### config.mk
export PLATFORM = sky130hd
export DESIGN_NAME = i8008_bus_ctrl
export DESIGN_NICKNAME = d
export VERILOG_FILES = /design/src/rtl/i8008_pkg.sv /design/src/rtl/i8008_irq_prio.sv /design/src/rtl/i8008_bus_ctrl.sv
export SDC_FILE = /design/constraint.sdc
export NUM_CORES = 1
export LEC_CHECK = 0
export CAP_MARGIN = 20
export CORE_ASPECT_RATIO = 1.4
export CORE_MARGIN = 1
export CORE_UTILIZATION = 42
export CTS_CLUSTER_DIAMETER = 120
export DETAILED_ROUTE_END_ITERATION = 12
export PLACE_DENSITY = 0.64
export SLEW_MARGIN = 10
export SYNTH_ARGS = -nofsm -noshare
export SYNTH_HDL_FRONTEND = slang
export SYNTH_SLANG_ARGS = --single-unit
### constraint.sdc
create_clock -name i_clk -period 2.35 [get_ports i_clk]
set_clock_uncertainty 0.05 [all_clocks]
set_input_delay 0.47 -clock i_clk [delete_from_list [all_inputs] [get_ports i_clk]]
set_output_delay 0.47 -clock i_clk [all_outputs]
set_load 0.02 [all_outputs]
### src/rtl/i8008_pkg.sv
// Shared types for the i8008 system-side bus controller.
package i8008_pkg;

  // Core T-state as presented on the core's state output.
  typedef enum logic [2:0] {
    T1      = 3'd0,
    T1I     = 3'd1,
    T2      = 3'd2,
    WAIT    = 3'd3,
    T3      = 3'd4,
    STOPPED = 3'd5,
    T4      = 3'd6,
    T5      = 3'd7
  } state_t;

  // Cycle type carried in D_out[7:6] during T2.
  typedef enum logic [1:0] {
    PCI = 2'b00,
    PCR = 2'b01,
    PCC = 2'b10,
    PCW = 2'b11
  } cycle_t;

  // Width of the saturating WAIT-edge counter.
  localparam int unsigned WaitCntW = 4;

  // RST v opcode jammed onto the bus during an interrupt fetch.
  function automatic logic [7:0] rst_opcode(input logic [2:0] v);
    return {2'b00, v, 3'b101};
  endfunction

endpackage

### src/rtl/i8008_irq_prio.sv
// Interrupt pending register with rising-edge capture and a fixed-priority
// encoder (line 0 highest). A clear strobe retires the currently selected line.
module i8008_irq_prio #(
  parameter int unsigned NUM_IRQ = 8
) (
  input  logic               i_clk,
  input  logic               i_rst_n,
  input  logic [NUM_IRQ-1:0] i_irq,
  input  logic [NUM_IRQ-1:0] i_irq_en,
  input  logic               i_clr,
  output logic               o_valid,
  output logic [2:0]         o_vec
);

  logic [NUM_IRQ-1:0] r_prev;
  logic [NUM_IRQ-1:0] r_pend;
  logic [NUM_IRQ-1:0] w_act;
  logic [NUM_IRQ-1:0] w_clr_mask;

  // Lowest enabled pending index wins; disabled lines stay pending untouched.
  always_comb begin
    w_act   = r_pend & i_irq_en;
    o_valid = |w_act;
    o_vec   = 3'd0;
    for (int i = NUM_IRQ - 1; i >= 0; i--) begin
      if (w_act[i]) o_vec = 3'(i);
    end
    for (int i = 0; i < NUM_IRQ; i++) begin
      w_clr_mask[i] = i_clr && o_valid && (o_vec == 3'(i));
    end
  end

  // A new edge on the line being cleared wins, so it stays pending.
  always_ff @(posedge i_clk or negedge i_rst_n) begin
    if (!i_rst_n) begin
      r_prev <= '0;
      r_pend <= '0;
    end else begin
      r_prev <= i_irq;
      r_pend <= (r_pend & ~w_clr_mask) | (i_irq & ~r_prev);
    end
  end

endmodule

### src/rtl/i8008_bus_ctrl.sv
// System-side bus controller for i8008_core: captures the multiplexed address,
// runs memory read/write requests, paces READY and jams RST opcodes on T1I.
module i8008_bus_ctrl
  import i8008_pkg::*;
#(
  parameter int unsigned ADDR_W   = 14,
  parameter int unsigned WAIT_MIN = 1,
  parameter int unsigned NUM_IRQ  = 8
) (
  input  logic               i_clk,
  input  logic               i_rst_n,
  input  logic [2:0]         i_state,
  input  logic [7:0]         i_d_out,
  output logic [7:0]         o_d_in,
  output logic               o_ready,
  output logic               o_intr,
  input  logic [NUM_IRQ-1:0] i_irq,
  input  logic [NUM_IRQ-1:0] i_irq_en,
  output logic               o_mem_req,
  output logic               o_mem_we,
  output logic [ADDR_W-1:0]  o_mem_addr,
  output logic [7:0]         o_mem_wdata,
  input  logic [7:0]         i_mem_rdata,
  input  logic               i_mem_ack,
  output logic [1:0]         o_cyc_type
);

  localparam logic [WaitCntW-1:0] WaitMin = WaitCntW'(WAIT_MIN);

  state_t w_state;
  logic   w_ack;
  logic   w_valid;
  logic [2:0] w_vec;

  logic [ADDR_W-1:0]   r_addr, r_addr_d;
  logic [ADDR_W-1:0]   r_mem_addr, r_mem_addr_d;
  cycle_t              r_cyc, r_cyc_d;
  logic                r_req, r_req_d;
  logic                r_we, r_we_d;
  logic [7:0]          r_wdata, r_wdata_d;
  logic [7:0]          r_d_in, r_d_in_d;
  logic                r_ready, r_ready_d;
  logic                r_have, r_have_d;     // read data held for this cycle
  logic [WaitCntW-1:0] r_cnt, r_cnt_d;
  logic                r_rd_act, r_rd_act_d; // memory read cycle between T2 and T3
  logic                r_rd_defer, r_rd_defer_d;
  logic                r_wr_block, r_wr_block_d;
  logic                r_irq_cyc, r_irq_cyc_d;
  logic [2:0]          r_vec, r_vec_d;

  assign w_state     = state_t'(i_state);
  assign w_ack       = r_req & i_mem_ack;
  assign o_intr      = w_valid;
  assign o_d_in      = r_d_in;
  assign o_ready     = r_ready;
  assign o_mem_req   = r_req;
  assign o_mem_we    = r_we;
  assign o_mem_addr  = r_mem_addr;
  assign o_mem_wdata = r_wdata;
  assign o_cyc_type  = r_cyc;

  i8008_irq_prio #(
    .NUM_IRQ (NUM_IRQ)
  ) u_irq_prio (
    .i_clk    (i_clk),
    .i_rst_n  (i_rst_n),
    .i_irq    (i_irq),
    .i_irq_en (i_irq_en),
    .i_clr    (w_state == T1I),
    .o_valid  (w_valid),
    .o_vec    (w_vec)
  );

  // Next-state for address capture, request handshake, READY and D_in.
  always_comb begin
    r_addr_d     = r_addr;
    r_mem_addr_d = r_mem_addr;
    r_cyc_d      = r_cyc;
    r_req_d      = r_req;
    r_we_d       = r_we;
    r_wdata_d    = r_wdata;
    r_d_in_d     = r_d_in;
    r_ready_d    = r_ready;
    r_have_d     = r_have;
    r_cnt_d      = r_cnt;
    r_rd_act_d   = r_rd_act;
    r_rd_defer_d = r_rd_defer;
    r_wr_block_d = r_wr_block;
    r_irq_cyc_d  = r_irq_cyc;
    r_vec_d      = r_vec;

    if (w_state == T1 || w_state == T1I) begin
      r_addr_d[7:0] = i_d_out;
      r_d_in_d      = 8'h00;
      r_irq_cyc_d   = (w_state == T1I);
      r_rd_act_d    = 1'b0;
      if (w_state == T1I) r_vec_d = w_vec;
    end

    if (w_state == WAIT && r_cnt != '1) r_cnt_d = r_cnt + 1'b1;

    if (w_ack) begin
      r_req_d = 1'b0;
      if (!r_we) begin
        r_d_in_d = i_mem_rdata;
        r_have_d = 1'b1;
      end
      if (r_wr_block) begin
        r_ready_d    = 1'b1;
        r_wr_block_d = 1'b0;
      end
      // A read that queued behind an outstanding write goes out now.
      if (r_rd_defer) begin
        r_req_d      = 1'b1;
        r_we_d       = 1'b0;
        r_mem_addr_d = r_addr;
        r_rd_defer_d = 1'b0;
      end
    end

    if (w_state == T2) begin
      r_addr_d[ADDR_W-1:8] = i_d_out[ADDR_W-9:0];
      r_cyc_d              = cycle_t'(i_d_out[7:6]);
      r_cnt_d              = '0;
      r_have_d             = 1'b0;
      if (r_irq_cyc) begin
        r_d_in_d  = rst_opcode(r_vec);
        r_ready_d = 1'b1;
      end else begin
        case (cycle_t'(i_d_out[7:6]))
          PCC: begin
            r_d_in_d  = 8'h00;
            r_ready_d = 1'b1;
          end
          PCW: begin
            r_ready_d    = !(r_req && !w_ack);
            r_wr_block_d = r_req && !w_ack;
          end
          default: begin
            r_rd_act_d = 1'b1;
            r_ready_d  = 1'b0;
            if (r_req && !w_ack) begin
              r_rd_defer_d = 1'b1;
            end else begin
              r_req_d      = 1'b1;
              r_we_d       = 1'b0;
              r_mem_addr_d = r_addr_d;
            end
          end
        endcase
      end
    end

    if (r_rd_act_d && r_have_d && r_cnt_d >= WaitMin) r_ready_d = 1'b1;

    if (w_state == T3) begin
      r_ready_d  = 1'b0;
      r_rd_act_d = 1'b0;
      // Posted write: the core moves on while the request is outstanding.
      if (r_cyc == PCW && !r_irq_cyc) begin
        r_req_d      = 1'b1;
        r_we_d       = 1'b1;
        r_wdata_d    = i_d_out;
        r_mem_addr_d = r_addr;
      end
    end
  end

  // State registers; reset abandons any request immediately.
  always_ff @(posedge i_clk or negedge i_rst_n) begin
    if (!i_rst_n) begin
      r_addr     <= '0;
      r_mem_addr <= '0;
      r_cyc      <= PCI;
      r_req      <= 1'b0;
      r_we       <= 1'b0;
      r_wdata    <= 8'h00;
      r_d_in     <= 8'h00;
      r_ready    <= 1'b0;
      r_have     <= 1'b0;
      r_cnt      <= '0;
      r_rd_act   <= 1'b0;
      r_rd_defer <= 1'b0;
      r_wr_block <= 1'b0;
      r_irq_cyc  <= 1'b0;
      r_vec      <= 3'd0;
    end else begin
      r_addr     <= r_addr_d;
      r_mem_addr <= r_mem_addr_d;
      r_cyc      <= r_cyc_d;
      r_req      <= r_req_d;
      r_we       <= r_we_d;
      r_wdata    <= r_wdata_d;
      r_d_in     <= r_d_in_d;
      r_ready    <= r_ready_d;
      r_have     <= r_have_d;
      r_cnt      <= r_cnt_d;
      r_rd_act   <= r_rd_act_d;
      r_rd_defer <= r_rd_defer_d;
      r_wr_block <= r_wr_block_d;
      r_irq_cyc  <= r_irq_cyc_d;
      r_vec      <= r_vec_d;
    end
  end

endmodule

==> impl_metrics.json <==
{
  "synth-seq-cells": 77,
  "core_um2": 7800,
  "drt_wl_total_mm": 8.05,
  "hold_depth": 1,
  "synth_cell_types": 43,
  "drv_slew": 0,
  "io_buffers": 73,
  "routabilityCongestion": 0.791,
  "cp_slowest_cell": "clkdlybuf4s50_1",
  "vias": 2858,
  "fin_crit_sh_pct": 93.3,
  "p_int_uw": 2800,
  "startpoint": "i_irq_en[0]",
  "synthArstFlopShare_pct": 100,
  "critical-path-max-stage-delay_ns": 0.43,
  "syn_area_um2": 3400,
  "final_cells": 543,
  "detail-route-antenna-nets": 0,
  "syn_nets": 381,
  "swShare_pct": 30.2,
  "antenna_found_initial": 0,
  "dp_hpwl_mm": 5.83,
  "cts_tree": "built",
  "syn_avg_cell_area_um2": 9.95,
  "die_h_um": 109,
  "start_util_pct": 43.7,
  "rrSetupSlack_ns": 0.54,
  "nets": 477,
  "rows": 38,
  "max-cap-violations": 0,
  "slew_headroom_pct": 72.7,
  "io_pins": 74,
  "hold_path.startpoint": "u_irq_prio.r_prev[5]$_DFF_PN0_",
  "clock_latency_ns": 0.35,
  "setup_tns_ns": 0,
  "area_growth_pct": 36.6,
  "drcViolationCount": 0,
  "fin_util_pct": 59.7,
  "diodes": 0,
  "layout-drive-gt1-share_pct": 13.1,
  "syn_inst": 342,
  "h-tree-depth": 3,
  "worstSetupPathType": "in -> out",
  "endpoint_kind": "output pin",
  "p_per_area_nw_per_um2": 862,
  "worst_slew_pin_slew_ns": 0.406,
  "required_ns": 1.83,
  "clk_pin_slew_worst_paths_ns": 0.08,
  "power_uw": 4010,
  "dpl_cell_area_um2": 4420,
  "seqPwrFrac_pct": 43.3,
  "hold_viol_final": 0,
  "grt_pass1_wl_mm": 13.9,
  "wl_per_cell_um": 14.8,
  "cts_buffer_depth": 2,
  "min_period_ns": 2.19,
  "reg2reg_to": "o_ready$_DFFE_PN0P_",
  "status": "finished clean",
  "grt_pass1_vias": 2999,
  "clockRootBuffer": "clkbuf_8",
  "setup_viol": 0,
  "rr_worst_depth": 6,
  "ir_drop_mv": 0.400,
  "synth-edff-count": 0,
  "yosysSeqAreaShare_pct": 56.6,
  "clkSinkCount": 77,
  "first_pass_iters": 4,
  "ys_warn_count": 0,
  "cts_inserted_buffers": 9,
  "design_area_um2": 4650,
  "dp_cells": 526,
  "clock.fmax_ghz": 0.456,
  "grt_max_degree": 60,
  "clock_power_share_pct": 27.0,
  "p_sw_uw": 1210,
  "cp.arrival_ns": 1.67,
  "critPathLaunchType": "input port",
  "synth_flop_cell": "dfrtp_1",
  "cp_cell_sequence": "clkdlybuf4s50_1 -> a22oi_2 -> nor2b_1 -> nand2_1 -> dlygate4sd2_1",
  "rsz0062_at_grt": "false",
  "grt-ovfl-total": 0,
  "grt_use_total_pct": 21.4,
  "hold_end": "u_irq_prio.r_pend[5]$_DFF_PN0_",
  "leakagePower_uw": 0.00208,
  "die_w_um": 78.1,
  "die_area_um2": 8470,
  "path_max_fanout": 2,
  "drt_iter0_drc": 143,
  "holdCritPathClass": "reg -> reg",
  "vias_per_cell": 5.26,
  "p_comb_share_pct": 29.7,
  "timing.rr.start": "r_cnt[0]$_DFF_PN0_"
}
[power by group through the flow]
stage	logic [uW]	clock network, uW	registers [uW]
6_report	1190	1080	1730
5_1_grt	1300	1160	1770
4_1_cts	1200	1110	1740
3_5_place_dp	1200	0	1770
2_1_floorplan	426	0	1940
3_3_place_gp	1170	0	1750
[cell usage after synthesis (2+ instances only)]
cell type	n	share of area, %
nor3_1	16	2.4
o22a_1	14	3.6
a22oi_1	2	0.44
dfrtp_1	77	57
a22o_1	2	0.51
a32oi_1	2	0.51
a31oi_1	9	1.7
and2_1	3	0.55
clkbuf_1	10	1.1
nand2_1	62	6.8
nand4_1	3	0.55
buf_2	6	0.88
mux2i_1	2	0.59
nor2b_1	4	0.73
nand3b_1	2	0.44
a41oi_1	2	0.51
mux2_2	8	2.6
inv_1	15	1.7
a21oi_1	23	3.4
nor2_1	9	0.99
nand3_1	9	1.3
o21ai_0	33	4.9
and3_1	6	1.1
buf_6	2	0.66
nand2b_1	3	0.55
[routing by layer]
layer / wire length (um) / global-route usage [%] / part of all wire (%) / vias to the layer above
met4: 195 / 10.2 / 2.4 / 0
met1: 3250 / 24.1 / 40 / 1373
li1: - / - / - / 1400
met3: 323 / 4.30 / 4.0 / 17
met2: 4280 / 38.3 / 53 / 68
met5: 0 / 0 / 0 / -
[through the flow]
step,hold WS (ns),worst slack [ns]
floorplan,0.124,0.439
global placement,0.312,-0.111
detailed placement,0.314,-0.118
CTS,0.372,0.0967
global route,0.386,0.0514
finish,0.371,0.158
[cells in the final DEF (no fill, tap or decap), types with 4 or more instances in the layout]
cell type,instances
dfrtp_1,77
clkdlybuf4s50_1,71
nand2_1,62
o21ai_0,33
buf_4,28
a21oi_1,23
nor3_1,16
inv_1,15
o22a_1,14
nand3_1,9
nor2_1,9
a31oi_1,9
clkbuf_8,9
mux2_2,8
and3_1,6
nor2b_1,4
[what timing repair did]
item,CTS,global route
hold endpoints to repair,18,0
buffers inserted,0,0
gates resized for setup,1,1
hold buffers,1,0
setup endpoints to repair,1,1
[cell families after synthesis]
logic type,synth area share (%)
AOI/OAI and AO/OA,16.9
xor gates and xnor gates,0.257
adders and majority gates,0.367
buffers and inverters,4.52
DFF,56.6
muxes,3.23
and+or+nand+nor,18.2
[worst max path at each step]
stage / end / slack (ns)
after floorplan: o_mem_addr[12]$_DFF_PN0_ / 0.44
after global placement: o_intr / -0.11
after detailed placement: o_intr / -0.12
after CTS: o_intr / 0.1
after global routing: o_intr / 0.05
final: o_intr / 0.16
[state kept, by name (all words and copies together) (netlist names)]
signal,flops
o_cyc_type,2
o_d_in,8
o_mem_addr,14
o_mem_req,1
o_mem_wdata,8
o_mem_we,1
o_ready,1
r_addr,14
r_cnt,4
r_have,1
r_irq_cyc,1
r_rd_act,1
r_rd_defer,1
r_vec,3
r_wr_block,1
u_irq_prio.r_pend,8
u_irq_prio.r_prev,8
[worst max-delay path, delay by kind of cell]
family	cells	cell delay (ns)
AO/OA/AOI/OAI	1	0.19
AND/OR/NAND/NOR	2	0.26
buffers and inverters	2	0.75
[cell type report]
cell class                 count  area [um2]
clock buffer                  10         128
sequential                    77        1930
timing repair buffer         104        1000
tap                          100         125
clock inverter                 6        87.6
inverter                      15        56.3
fill                         708        3150
multi-input combinational    231        1330
Power figures use the tool's default switching activity.
